--- config.mk ---
export PLATFORM = sky130hd
export DESIGN_NAME = tl_vc_arbiter
export DESIGN_NICKNAME = d
export VERILOG_FILES = /design/src/rtl/tl_vc_arbiter_pkg.sv /design/src/rtl/tl_vc_arbiter_rr_pick.sv /design/src/rtl/tl_vc_arbiter.sv
export SDC_FILE = /design/constraint.sdc
export NUM_CORES = 1
export LEC_CHECK = 0
export BUFFER_PORTS_ARGS = -buffer_cell sky130_fd_sc_hd__buf_2
export CAP_MARGIN = 25
export CORE_MARGIN = 1
export CORE_UTILIZATION = 36
export DETAILED_ROUTE_END_ITERATION = 12
export GPL_ROUTABILITY_DRIVEN = 0
export PLACE_DENSITY = 0.72
export SYNTH_ARGS = -nofsm -noshare
export SYNTH_HDL_FRONTEND = slang
export SYNTH_SLANG_ARGS = --single-unit
--- constraint.sdc ---
create_clock -name clk -period 2.6 [get_ports clk]
set_input_delay 0.52 -clock clk [delete_from_list [all_inputs] [get_ports clk]]
set_output_delay 0.52 -clock clk [all_outputs]
set_load 0.05 [all_outputs]
--- src/rtl/tl_vc_arbiter_pkg.sv ---
// Shared transaction-layer definitions: FSM encoding, VC count, default widths
// and the destination-field helper used by the arbiter, FIFO and demux blocks.
package tl_pkg;

   localparam int NUM_VC      = 4;
   localparam int TL_DATA_W   = 12;
   localparam int TL_ADDR_W   = 3;
   localparam int TL_DEST_LSB = 8;

   typedef enum logic [2:0] {
      ST_RESET  = 3'd0,
      ST_INIT   = 3'd1,
      ST_IDLE   = 3'd2,
      ST_ACTIVE = 3'd3,
      ST_ERROR  = 3'd4
   } tl_state_e;

   function automatic logic [1:0] dest_field(input logic [TL_DATA_W-1:0] word,
                                             input int lsb);
      logic [TL_DATA_W-1:0] sh;
      sh = word >> lsb;
      return sh[1:0];
   endfunction

endpackage

--- src/rtl/tl_vc_arbiter_rr_pick.sv ---
// Combinational 4-way picker. Round-robin from ptr by default; lowest index
// wins when TL_ARB_STRICT_PRIO_EN is defined (ptr is then ignored).
module tl_rr_pick
   import tl_pkg::*;
(
   input  logic [NUM_VC-1:0] eligible,
   input  logic [1:0]        ptr,
   output logic [NUM_VC-1:0] grant,
   output logic [1:0]        grant_idx
);

`ifdef TL_ARB_STRICT_PRIO_EN
   logic unused_ptr;
   assign unused_ptr = ^ptr;

   always_comb begin
      grant     = '0;
      grant_idx = '0;
      for (int k = NUM_VC-1; k >= 0; k--) begin
         if (eligible[k]) begin
            grant     = '0;
            grant[k]  = 1'b1;
            grant_idx = 2'(k);
         end
      end
   end
`else
   logic [1:0] idx;

   // Scan farthest-first so the candidate closest to ptr is written last.
   always_comb begin
      grant     = '0;
      grant_idx = '0;
      idx       = '0;
      for (int k = NUM_VC-1; k >= 0; k--) begin
         idx = ptr + 2'(k);
         if (eligible[idx]) begin
            grant      = '0;
            grant[idx] = 1'b1;
            grant_idx  = idx;
         end
      end
   end
`endif

endmodule

--- src/rtl/tl_vc_arbiter.sv ---
// Transaction-layer control: RESET/INIT/IDLE/ACTIVE/ERROR sequencing, threshold
// latch and VC-to-destination arbitration. Define TL_ARB_STRICT_PRIO_EN for strict priority.
module tl_vc_arbiter
   import tl_pkg::*;
#(
   parameter int DATA_W   = TL_DATA_W,
   parameter int ADDR_W   = TL_ADDR_W,
   parameter int DEST_LSB = TL_DEST_LSB
)
(
   input  logic                     clk,
   input  logic                     reset_L,
   input  logic                     init,
   input  logic [ADDR_W-1:0]        umbral_bajo_in,
   input  logic [ADDR_W-1:0]        umbral_alto_in,
   input  logic [NUM_VC-1:0]        vc_empty,
   input  logic [NUM_VC*DATA_W-1:0] vc_data,
   input  logic [NUM_VC-1:0]        dst_almost_full,
   input  logic [NUM_VC-1:0]        dst_full,
   output logic [NUM_VC-1:0]        vc_pop,
   output logic [NUM_VC-1:0]        dst_push,
   output logic [DATA_W-1:0]        data_out,
   output logic [ADDR_W-1:0]        umbral_bajo,
   output logic [ADDR_W-1:0]        umbral_alto,
   output logic [2:0]               state,
   output logic                     idle,
   output logic                     error
);

   tl_state_e          state_q, state_d;
   logic [DATA_W-1:0]  word_p0 [NUM_VC];
   logic [1:0]         dest_p0 [NUM_VC];
   logic [NUM_VC-1:0]  eligible;
   logic [NUM_VC-1:0]  grant_oh;
   logic [1:0]         grant_idx;
   logic [1:0]         rr_ptr;
   logic               vld_p0;
   logic               overflow;
   logic [NUM_VC-1:0]  dst_push_p1;
   logic [DATA_W-1:0]  data_p1;

   // Stage p0: head-word decode, eligibility and grant
   always_comb begin
      word_p0  = '{default: '0};
      dest_p0  = '{default: '0};
      eligible = '0;
      for (int i = 0; i < NUM_VC; i++) begin
         word_p0[i]  = vc_data[i*DATA_W +: DATA_W];
         dest_p0[i]  = dest_field(TL_DATA_W'(word_p0[i]), DEST_LSB);
         eligible[i] = !vc_empty[i] && !dst_almost_full[dest_p0[i]];
      end
   end

   tl_rr_pick u_pick (
      .eligible  (eligible),
      .ptr       (rr_ptr),
      .grant     (grant_oh),
      .grant_idx (grant_idx)
   );

   assign vld_p0   = (state_q == ST_ACTIVE) && (|eligible);
   assign vc_pop   = vld_p0 ? grant_oh : '0;
   assign overflow = |(dst_push_p1 & dst_full);

   always_comb begin
      state_d = state_q;
      if (state_q == ST_RESET) begin
         state_d = ST_INIT;
      end else if (init) begin
         state_d = ST_INIT;
      end else if (overflow) begin
         state_d = ST_ERROR;
      end else begin
         case (state_q)
            ST_INIT:   state_d = (umbral_bajo_in > umbral_alto_in) ? ST_ERROR : ST_IDLE;
            ST_IDLE:   if (!(&vc_empty)) state_d = ST_ACTIVE;
            ST_ACTIVE: if ((&vc_empty) && !vld_p0) state_d = ST_IDLE;
            ST_ERROR:  state_d = ST_ERROR;
            default:   state_d = ST_ERROR;
         endcase
      end
   end

   always_ff @(posedge clk or negedge reset_L) begin
      if (!reset_L) state_q <= ST_RESET;
      else          state_q <= state_d;
   end

   // The last INIT cycle's inputs are the values that remain latched.
   always_ff @(posedge clk or negedge reset_L) begin
      if (!reset_L) begin
         umbral_bajo <= '0;
         umbral_alto <= '0;
      end else if (state_q == ST_INIT) begin
         umbral_bajo <= umbral_bajo_in;
         umbral_alto <= umbral_alto_in;
      end
   end

`ifdef TL_ARB_STRICT_PRIO_EN
   assign rr_ptr = '0;
`else
   always_ff @(posedge clk or negedge reset_L) begin
      if (!reset_L)    rr_ptr <= '0;
      else if (vld_p0) rr_ptr <= grant_idx + 2'd1;
   end
`endif

   // Stage p1: registered push and word
   always_ff @(posedge clk or negedge reset_L) begin
      if (!reset_L) begin
         dst_push_p1 <= '0;
         data_p1     <= '0;
      end else if (vld_p0) begin
         dst_push_p1 <= NUM_VC'(1) << dest_p0[grant_idx];
         data_p1     <= word_p0[grant_idx];
      end else begin
         dst_push_p1 <= '0;
      end
   end

   assign dst_push = dst_push_p1;
   assign data_out = data_p1;
   assign state    = state_q;
   assign idle     = (state_q == ST_IDLE);
   assign error    = (state_q == ST_ERROR);

endmodule

==> results.md, run 1 <==
- Dpl hpwl: 5.40 mm
- Post-synth EDFFs: 0
- Vias per inst: 5.49
- CTS tree: yes
- CP endpoint kind: output port
- Seq/Total Area, Yosys: between 20% and 30%
- Core Util, Final: around three fifths
- H-tree Lvls: 1
- Area of the mapped netlist: roughly 2400 µm²
- Min cycle time layout: ~3.0 ns
- LEAKAGE: between 1.5 and 2 nW
- Post-Synthesis Cells: 254
- Root buffer cell: clkbuf_8
- WP data required: 2.08 ns
- Drc violations: 0
- Top Ports: 100
- Max clock buf depth: 2
- Die area: slightly below 7000 µm²
- RSZ-0062 raised after global routing: yes
- Final net count: 482
- Placeable Area: around 6300 µm²
- Vias in the first global route: between 2000 and 3000
- Worst Skew: roughly 0.0062 ns
- GRT Total Usage: a little over a fifth
- R2R depth: 11
- Die X: just over 80 µm
- Router iterations before antenna repair: 6
- Prevailing post-synth register cell: dfrtp_1
- Worst slew pin tran: 0.708 ns
- Antenna Nets Post-Route: 0
- Slew margin rel.: 52.6%
- Syn nets: 330
- Mean Syn Cell Area: between 9 and 10 µm²
- Port buffer count: just under 100
- Async S/R FF share, synth: 100%
- Clk sink count: 27
- # diodes: 0
- Run status: complete, but fails checks
- Clk Latency, worst-skew pair: between 0.2 and 0.3 ns
- Synthesis Warnings: 0
- Data arrival time of the critical path: 2.49 ns
- # fillers: 521
- Clk pin slew, worst setup/hold paths: around 0.10 ns
- VDD IR-drop max: 0.639 mV
- Final WS setup: -0.407 ns
- Total CTS buffers: 3
- Final Hold Fails: 0
- Pin count of the biggest net entering global routing: 28
- Routed WL: roughly 7.7 mm
- Critical-path maximum fanout: 7
- Kind of critical path: input pin to output port
- Die height: 82.9 µm
- Initial DRC Count: between 80 and 90
- First-pass GRT wire length: around 12 mm
- Routed length per instance: around 16 µm
- Final slew viol count: 0
- Synth Register Bits: 27
- Period utilization: 116%
- Initial Util: 37.1%
- Maximum clock rate: between 300 and 400 MHz
- Grt ovf: 0
- Hold WC Path Type: input pin to asynchronous set/reset pin
- Synth-to-layout area growth: 59.5%
- Post-synthesis cell type count: 47
- PwrDens: around 1100 nW/µm²
- Share of layout cells above drive strength 1: between 50% and 60%
- Initial antenna violation count: 0
- Final Setup Violations: 19
- Via count: ~2600
- Critical Path Start Type: input pin
- Violated checks: setup timing
- Setup tns final: -3.16 ns
- Max_cap viols: 0
- Num rows: 29
## worst max-delay path, cell delays in order
cell	delay, ns
buf_2	0.12
nor2b_1	0.17
a22o_1	0.27
mux4_2	0.59
o311ai_2	0.28
o211ai_1	0.19
a21oi_4	0.18
buf_6	0.17
## state kept, by name (all words and copies together) (netlist names)
name,cells
data_out,12
dst_push,4
state,3
umbral_alto,3
umbral_bajo,3
rr_ptr,2
## cells in the mapped netlist (all sizes together) (4+ instances only)
master  count  area share [%]
mux2i      41              17
dfrtp      27              29
nand2      22             3.6
a21oi      18             3.8
o211ai     14             4.5
nor2       12             1.9
nand3      11             2.3
inv        10             1.6
o21ai       9             1.9
mux2        8             3.8
buf         7             1.7
ha          7             3.7
a22oi       6             2.3
clkbuf      5            0.80
nor2b       5             1.3
nor3        5             1.1
o311ai      5             2.6
a22o        4             1.5
nand4       4             1.1
## logic make-up (layout without fill, tap and decap cells)
| logic type | count (synthesis) | after routing | synth area share [%] |
|---|---|---|---|
| buf+inv | 24 | 175 | 4.41 |
| compound gates | 72 | 72 | 24.0 |
| flops | 27 | 27 | 28.7 |
| xor+xnor | 1 | 1 | 0.372 |
| simple gates | 71 | 71 | 14.8 |
| mux | 52 | 52 | 24.1 |
| fa+ha+maj | 7 | 7 | 3.72 |
## per-stage QoR
| step | hold WS, ns | cell area [µm²] | setup slack (ns) | power (W) | instances |
|---|---|---|---|---|---|
| after floorplan | 0.224 | 2450 | -0.162 | 0.00276 | 254 |
| after global placement | 0.487 | 3310 | -0.448 | 0.00344 | 460 |
| after detailed placement | 0.490 | 3310 | -0.522 | 0.00349 | 460 |
| after CTS | 0.256 | 3660 | -0.365 | 0.00416 | 479 |
| after global routing | 0.272 | 3760 | -0.460 | 0.00449 | 482 |
| final | 0.244 | 3760 | -0.407 | 0.00424 | 482 |
## final timing paths
check	from	to	slack, ns
worst max-delay path	vc_data[33]	vc_pop[2]	-0.41
worst min-delay path	reset_L	data_out[10]$_DFFE_PN0P_	0.24
worst max register to register	rr_ptr[1]$_DFFE_PN0P_	data_out[4]$_DFFE_PN0P_	-0.12
worst min register to register	data_out[8]$_DFFE_PN0P_	data_out[8]$_DFFE_PN0P_	0.51
max in group asynchronous	reset_L	rr_ptr[0]$_DFFE_PN0P_	1.93
min in group clk	init	state[1]$_DFFE_PN0P_	0.43
## where the power goes
| group | switching (W) | total [W] | leakage [nW] | internal [W] |
|---|---|---|---|---|
| sequential | 0.000113 | 0.000706 | 0.324 | 0.000593 |
| combinational | 0.00192 | 0.00330 | 1.41 | 0.00138 |
| clock | 0.000131 | 0.000239 | 0.0255 | 0.000107 |
| total | 0.00216 | 0.00424 | 1.76 | 0.00208 |
## routing by layer
metal | GRT usage, % | up-vias | routed length (µm)
met1 | 26.2 | 1297 | 3160
met3 | 2.19 | 8 | 297
met5 | 0 | - | 0
met4 | 5.02 | 0 | 87
li1 | - | 1270 | -
met2 | 40.0 | 70 | 4120
## layout by cell type, fill, tap and decap left out, types with 6 or more instances in the layout
master	n
ha_1	6
o211ai_1	14
o21ai_0	7
nor2_1	12
mux2i_1	34
buf_2	89
buf_4	50
buf_6	18
mux2_2	6
nand3_1	11
dfrtp_1	26
nand2_1	21
a21oi_1	14
inv_1	10
## layout make-up
| class | instances | area (µm²) | share of cell area (%) |
|---|---|---|---|
| inverter | 12 | 51.3 | 1.37 |
| clock buffer | 3 | 41.3 | 1.10 |
| sequential | 27 | 677 | 18.0 |
| multi-input combinational | 203 | 1830 | 48.7 |
| tap | 77 | 96.3 | 2.56 |
| clock inverter | 1 | 5.00 | 0.133 |
| timing repair buffer | 159 | 1060 | 28.2 |
## what timing repair did
| action | in CTS | in global routing |
|---|---|---|
| resized for setup | 51 | 13 |
| setup endpoints to repair | 21 | 22 |
| hold buffers | 0 | 0 |
| gates cloned | 2 | 0 |
| buffers inserted | 13 | 5 |
| pin swaps | 15 | 23 |
Power figures use the tool's default switching activity.
==> run 2: changes to the inputs <==
--- a/config.mk
+++ b/config.mk
@@ -12,6 +12,7 @@
 export DETAILED_ROUTE_END_ITERATION = 12
 export GPL_ROUTABILITY_DRIVEN = 0
 export PLACE_DENSITY = 0.72
+export SLEW_MARGIN = 20
 export SYNTH_ARGS = -nofsm -noshare
 export SYNTH_HDL_FRONTEND = slang
 export SYNTH_SLANG_ARGS = --single-unit
==> constraint.sdc (replaced) <==
create_clock -name clk -period 2.6 [get_ports clk]
set_input_delay 0.52 -clock clk [delete_from_list [all_inputs] [get_ports clk]]
set_output_delay 0.52 -clock clk [all_outputs]
set_load 0.1 [all_outputs]
==> results.md, run 2 (synthesized netlist as in run 1, its figures left out) <==
- GRT Total Usage: 21.6% (+0.22 points)
- Final Setup Violations: 20 (+1)
- CTS tree: yes
- Routed length per instance: 16.2 µm (+1.6%)
- Pin count of the biggest net entering global routing: 28 (unchanged)
- Port buffer count: 99 (unchanged)
- Initial DRC Count: 126 (+54%)
- Clk sink count: 27 (unchanged)
- Final WS setup: -0.408 ns (-0.00101 ns)
- Drc violations: 0 (unchanged)
- Reg area: 677 µm² (unchanged)
- R2R depth: 10 (-1)
- Top Ports: 100 (unchanged)
- Maximum clock rate: 332 MHz (about the same)
- Core Util, Final: 57.6% (-1.5 points)
- Die X: 82.9 µm (unchanged)
- Most common cell after layout, fill and taps aside: buf_2
- Final slew viol count: 0 (unchanged)
- RSZ-0062 raised after global routing: yes
- Kind of critical path: input pin to output port
- Share of layout cells above drive strength 1: 50.6% (-2.7 points)
- Initial antenna violation count: 0 (unchanged)
- Grt ovf: 0 (unchanged)
- Worst slew pin tran: 0.622 ns (-0.0868 ns)
- Final net count: 472 (-2.1%)
- Placeable Area: 6350 µm² (unchanged)
- Via count: 2634 (-0.42%)
- PwrDens: 1270 nW/µm² (+12%)
- Die area: 6870 µm² (unchanged)
- WP data required: 2.08 ns (about the same)
- Synth-to-layout area growth: 55.3%
- Dpl hpwl: 5.61 mm (+3.9%)
- Slew margin rel.: 58.6% (+6.0 points)
- Vias in the first global route: 2651 (-0.79%)
- Router iterations before antenna repair: 4 (-2)
- CP endpoint kind: output port
- Initial Util: 37.1% (unchanged)
- # fillers: 550 (+5.6%)
- Routed WL: 7.63 mm (-0.47%)
- VDD IR-drop max: 0.848 mV (+33%)
- Vias per inst: 5.58 (+1.7%)
- Largest register FFs: 12 (unchanged)
- Final Hold Fails: 0 (unchanged)
- Commonest non-fill, non-tap cells in the layout: buf_2, buf_4, mux2i_1, dfrtp_1, nand2_1
- Min cycle time layout: 3.01 ns (+0.00101 ns)
- Num rows: 29 (unchanged)
- LEAKAGE: 1.70 nW (-3.6%)
- Critical Path Start Type: input pin
- First-pass GRT wire length: 12.3 mm (+0.73%)
- H-tree Lvls: 1 (unchanged)
- # diodes: 0 (unchanged)
- Multi-input gate area: 1770 µm² (-3.1%)
- Max clock buf depth: 2 (unchanged)
- Antenna Nets Post-Route: 0 (unchanged)
- Root buffer cell: clkbuf_8
- Pwr Total: 0.00464 W (+9.3%)
- Data arrival time of the critical path: 2.49 ns (about the same)
- Period utilization: 116% (about the same)
- Max_cap viols: 0 (unchanged)
- Hold WC Path Type: input pin to asynchronous set/reset pin
- Total CTS buffers: 3 (unchanged)
- Worst Skew: 0.00594 ns (-0.000308 ns)
- Critical-path maximum fanout: 6 (-1)
- Worst hold slack: 0.248 ns (+0.00403 ns)
- Hold_buf cts: 0 (unchanged)
- Run status: complete, but fails checks
- Clk Latency, worst-skew pair: 0.27 ns (about the same)
- Clk pin slew, worst setup/hold paths: 0.10 ns (about the same)
- Violated checks: setup timing
- Die height: 82.9 µm (unchanged)
## run 2: repair_timing
item                       CTS  global route
cloned                       1             0
pin swaps                    8             9
setup endpoints to repair   18            19
setup buffers                5             2
gates resized for setup     21            11
## run 2: worst max-delay path, stage by stage
cell      delay, ns
buf_8          0.11
mux2i_4        0.18
a22o_1         0.25
mux4_2         0.60
o311ai_2       0.28
o211ai_1       0.18
a21oi_4        0.18
buf_12         0.19
## run 2: per-layer routing
layer / share of wire (%) / vias to the layer above / wire [µm] / track usage (%)
met5: 0 / - / 0 / 0
met4: 1.9 / 0 / 145 / 5.80
met3: 4.5 / 14 / 343 / 2.98
met2: 53 / 81 / 4020 / 40.3
met1: 41 / 1278 / 3120 / 25.8
li1: - / 1261 / - / -
## run 2: final timing paths
| kind | slack (ns) | endpoint | startpoint |
|---|---|---|---|
| max in group asynchronous | 1.90 | rr_ptr[0]$_DFFE_PN0P_ | reset_L |
| hold / removal | 0.25 | data_out[1]$_DFFE_PN0P_ | reset_L |
| setup / recovery | -0.41 | vc_pop[0] | vc_data[44] |
| setup reg to reg | -0.10 | data_out[9]$_DFFE_PN0P_ | rr_ptr[1]$_DFFE_PN0P_ |
| min in group clk | 0.44 | state[1]$_DFFE_PN0P_ | init |
| hold reg to reg | 0.51 | umbral_alto[0]$_DFFE_PN0N_ | umbral_alto[0]$_DFFE_PN0N_ |
## run 2: layout make-up
class | instances | share of cell area, %
clock buffers | 3 | 1.13
clock inverters | 1 | 0.137
inverters | 12 | 1.40
multi-input cells | 203 | 48.4
flip-flops and latches | 27 | 18.5
well taps | 77 | 2.63
repair buffers | 149 | 27.8
## run 2: metrics by stage
stage	setup WS, ns	setup TNS (ns)	cells	instance area, µm²
2_1_floorplan	-0.391	-1.63	254	2460
5_1_grt	-0.455	-5.87	472	3660
6_report	-0.408	-4.00	472	3660
3_3_place_gp	-0.360	-5.84	460	3400
3_5_place_dp	-0.436	-7.54	460	3400
4_1_cts	-0.372	-1.59	470	3590
## run 2: power breakdown
| group | internal [W] | total, W | switching [W] |
|---|---|---|---|
| sequential | 0.000592 | 0.000708 | 0.000116 |
| combinational | 0.00124 | 0.00369 | 0.00245 |
| clock | 0.000107 | 0.000241 | 0.000133 |
| total | 0.00194 | 0.00464 | 0.00270 |
==> run 3: changes to the inputs <==
--- a/config.mk
+++ b/config.mk
@@ -5,7 +5,7 @@
 export SDC_FILE = /design/constraint.sdc
 export NUM_CORES = 1
 export LEC_CHECK = 0
-export BUFFER_PORTS_ARGS = -buffer_cell sky130_fd_sc_hd__buf_2
+export BUFFER_PORTS_ARGS = -buffer_cell sky130_fd_sc_hd__clkbuf_2
 export CAP_MARGIN = 25
 export CORE_MARGIN = 1
 export CORE_UTILIZATION = 36
==> results.md, run 3 (synthesized netlist as in run 1, its figures left out) <==
- Run status: complete, but fails checks
- Violated checks: setup timing
- Die area: 6870 µm² (unchanged)
- Critical Path Start Type: input pin
- Initial Util: 37.1% (unchanged)
- Final Hold Fails: 0 (unchanged)
- First-pass GRT wire length: 12.1 mm (-1.7%)
- Port buffer count: 99 (unchanged)
- Maximum clock rate: 331 MHz (-0.31%)
- Routed WL: 7.72 mm (+1.1%)
- Vias per inst: 5.57 (-0.22%)
- RSZ-0062 raised after global routing: yes
- # diodes: 0 (unchanged)
- Die X: 82.9 µm (unchanged)
- VDD IR-drop max: 0.921 mV (+8.5%)
- Total CTS buffers: 3 (unchanged)
- Routed length per instance: 16.2 µm (about the same)
- Placeable Area: 6350 µm² (unchanged)
- Period utilization: 116% (+0.36 points)
- Via count: 2656 (+0.84%)
- Drc violations: 0 (unchanged)
- CP endpoint kind: output port
- Slew margin rel.: 55.0% (-3.5 points)
- Root buffer cell: clkbuf_8
- Commonest non-fill, non-tap cells in the layout: clkbuf_2, buf_4, mux2i_1, dfrtp_1, nand2_1
- Pin count of the biggest net entering global routing: 28 (unchanged)
- Clk pin slew, worst setup/hold paths: 0.09 ns (about the same)
- PwrDens: 1290 nW/µm² (+1.6%)
- Router iterations before antenna repair: 4 (unchanged)
- DP Area: 3410 µm² (+0.22%)
- Clk sink count: 27 (unchanged)
- GRT Total Usage: 21.2% (-0.39 points)
- Worst slew pin tran: 0.674 ns (+0.0526 ns)
- WP data required: 2.08 ns (about the same)
- # fillers: 530 (-3.6%)
- R2R depth: 12 (+2)
- Max_cap viols: 0 (unchanged)
- Pwr Total: 0.00489 W (+5.6%)
- Min cycle time layout: 3.02 ns (+0.00935 ns)
- Hold_buf cts: 0 (unchanged)
- Met1 wire length: 3.09 mm (-0.99%)
- Dpl hpwl: 5.57 mm (-0.67%)
- Grt ovf: 0 (unchanged)
- Initial antenna violation count: 0 (unchanged)
- Final net count: 477 (+1.1%)
- Top Ports: 100 (unchanged)
- Clk Latency, worst-skew pair: 0.27 ns (about the same)
- Share of layout cells above drive strength 1: 53.5% (+2.9 points)
- Kind of critical path: input pin to output port
- Largest register FFs: 12 (unchanged)
- Final instance area: 3800 µm² (+3.9%)
- Initial DRC Count: 111 (-12%)
- Final Setup Violations: 20 (unchanged)
- LEAKAGE: 1.76 nW (+3.4%)
- Num rows: 29 (unchanged)
- Most common cell after layout, fill and taps aside: clkbuf_2
- Max clock buf depth: 2 (unchanged)
- Final slew viol count: 0 (unchanged)
- Synth-to-layout area growth: 61.4%
- CTS tree: yes
- Met3 wire length: 324 µm (-5.5%)
- Critical-path maximum fanout: 6 (unchanged)
- Final WS setup: -0.417 ns (-0.00935 ns)
- Data arrival time of the critical path: 2.50 ns (about the same)
- Worst Skew: 0.00235 ns (-0.00359 ns)
- Routed met2 length: 4.08 mm (+1.4%)
- Uppermost routed layer: met4
- Antenna Nets Post-Route: 0 (unchanged)
- Vias in the first global route: 2601 (-1.9%)
- Hold WC Path Type: input pin to asynchronous set/reset pin
- Die height: 82.9 µm (unchanged)
- H-tree Lvls: 1 (unchanged)
## run 3: cell types whose count changed in the layout (fill, tap and decap cells not counted), sizes merged
cell,delta
buf,-85
clkbuf,+90
## run 3: what timing repair did
action / CTS / global route
setup buffers: 6 / 5
cloned: 2 / 0
pin swaps: 11 / 21
setup endpoints to repair: 21 / 21
gates resized for setup: 23 / 37
## run 3: critical path: stages
cell and delay (ns):
clkbuf_16 0.14, mux2i_4 0.20, a22o_1 0.22, mux4_2 0.56
o311ai_2 0.30, o211ai_1 0.18, a21oi_4 0.18, buf_12 0.19
## run 3: where the power goes
part	internal, W	switching [W]
logic	0.00140	0.00254
clock network	0.000107	0.000127
registers	0.000593	0.000123
## run 3: through the flow
| step | setup WS (ns) | std cells | hold slack [ns] | setup TNS [ns] | utilization, % |
|---|---|---|---|---|---|
| after floorplan | -0.391 | 254 | 0.224 | -1.63 | - |
| after global placement | -0.372 | 461 | 0.486 | -6.15 | 53.7 |
| after detailed placement | -0.544 | 461 | 0.490 | -9.29 | 53.7 |
| after CTS | -0.409 | 473 | 0.286 | -3.48 | 57.4 |
| after global routing | -0.479 | 477 | 0.307 | -7.27 | 59.9 |
| final | -0.417 | 477 | 0.269 | -5.69 | 59.9 |
## run 3: final cells by class
cell class,instances,area (µm²),area share (%)
clock inverter,1,5.00,0.132
tap,77,96.3,2.53
sequential,27,677,17.8
inverter,12,51.3,1.35
clock buffer,3,41.3,1.09
multi-input combinational,203,1840,48.3
timing repair buffer,154,1090,28.8
## run 3: final timing paths
| path | startpoint | end | slack, ns |
|---|---|---|---|
| max in group asynchronous | reset_L | rr_ptr[0]$_DFFE_PN0P_ | 1.86 |
| min in group clk | init | state[1]$_DFFE_PN0P_ | 0.44 |
| hold reg to reg | data_out[8]$_DFFE_PN0P_ | data_out[8]$_DFFE_PN0P_ | 0.51 |
| setup / recovery | vc_data[32] | vc_pop[1] | -0.42 |
| setup reg to reg | rr_ptr[1]$_DFFE_PN0P_ | data_out[9]$_DFFE_PN0P_ | -0.20 |
| hold / removal | reset_L | data_out[7]$_DFFE_PN0P_ | 0.27 |
## run 3: per-layer routing
metal / global-route usage (%) / up-vias
met1: 26.8 / 1282
li1: - / 1263
met4: 6.27 / 0
met2: 38.1 / 91
met5: 0 / -
met3: 2.19 / 20
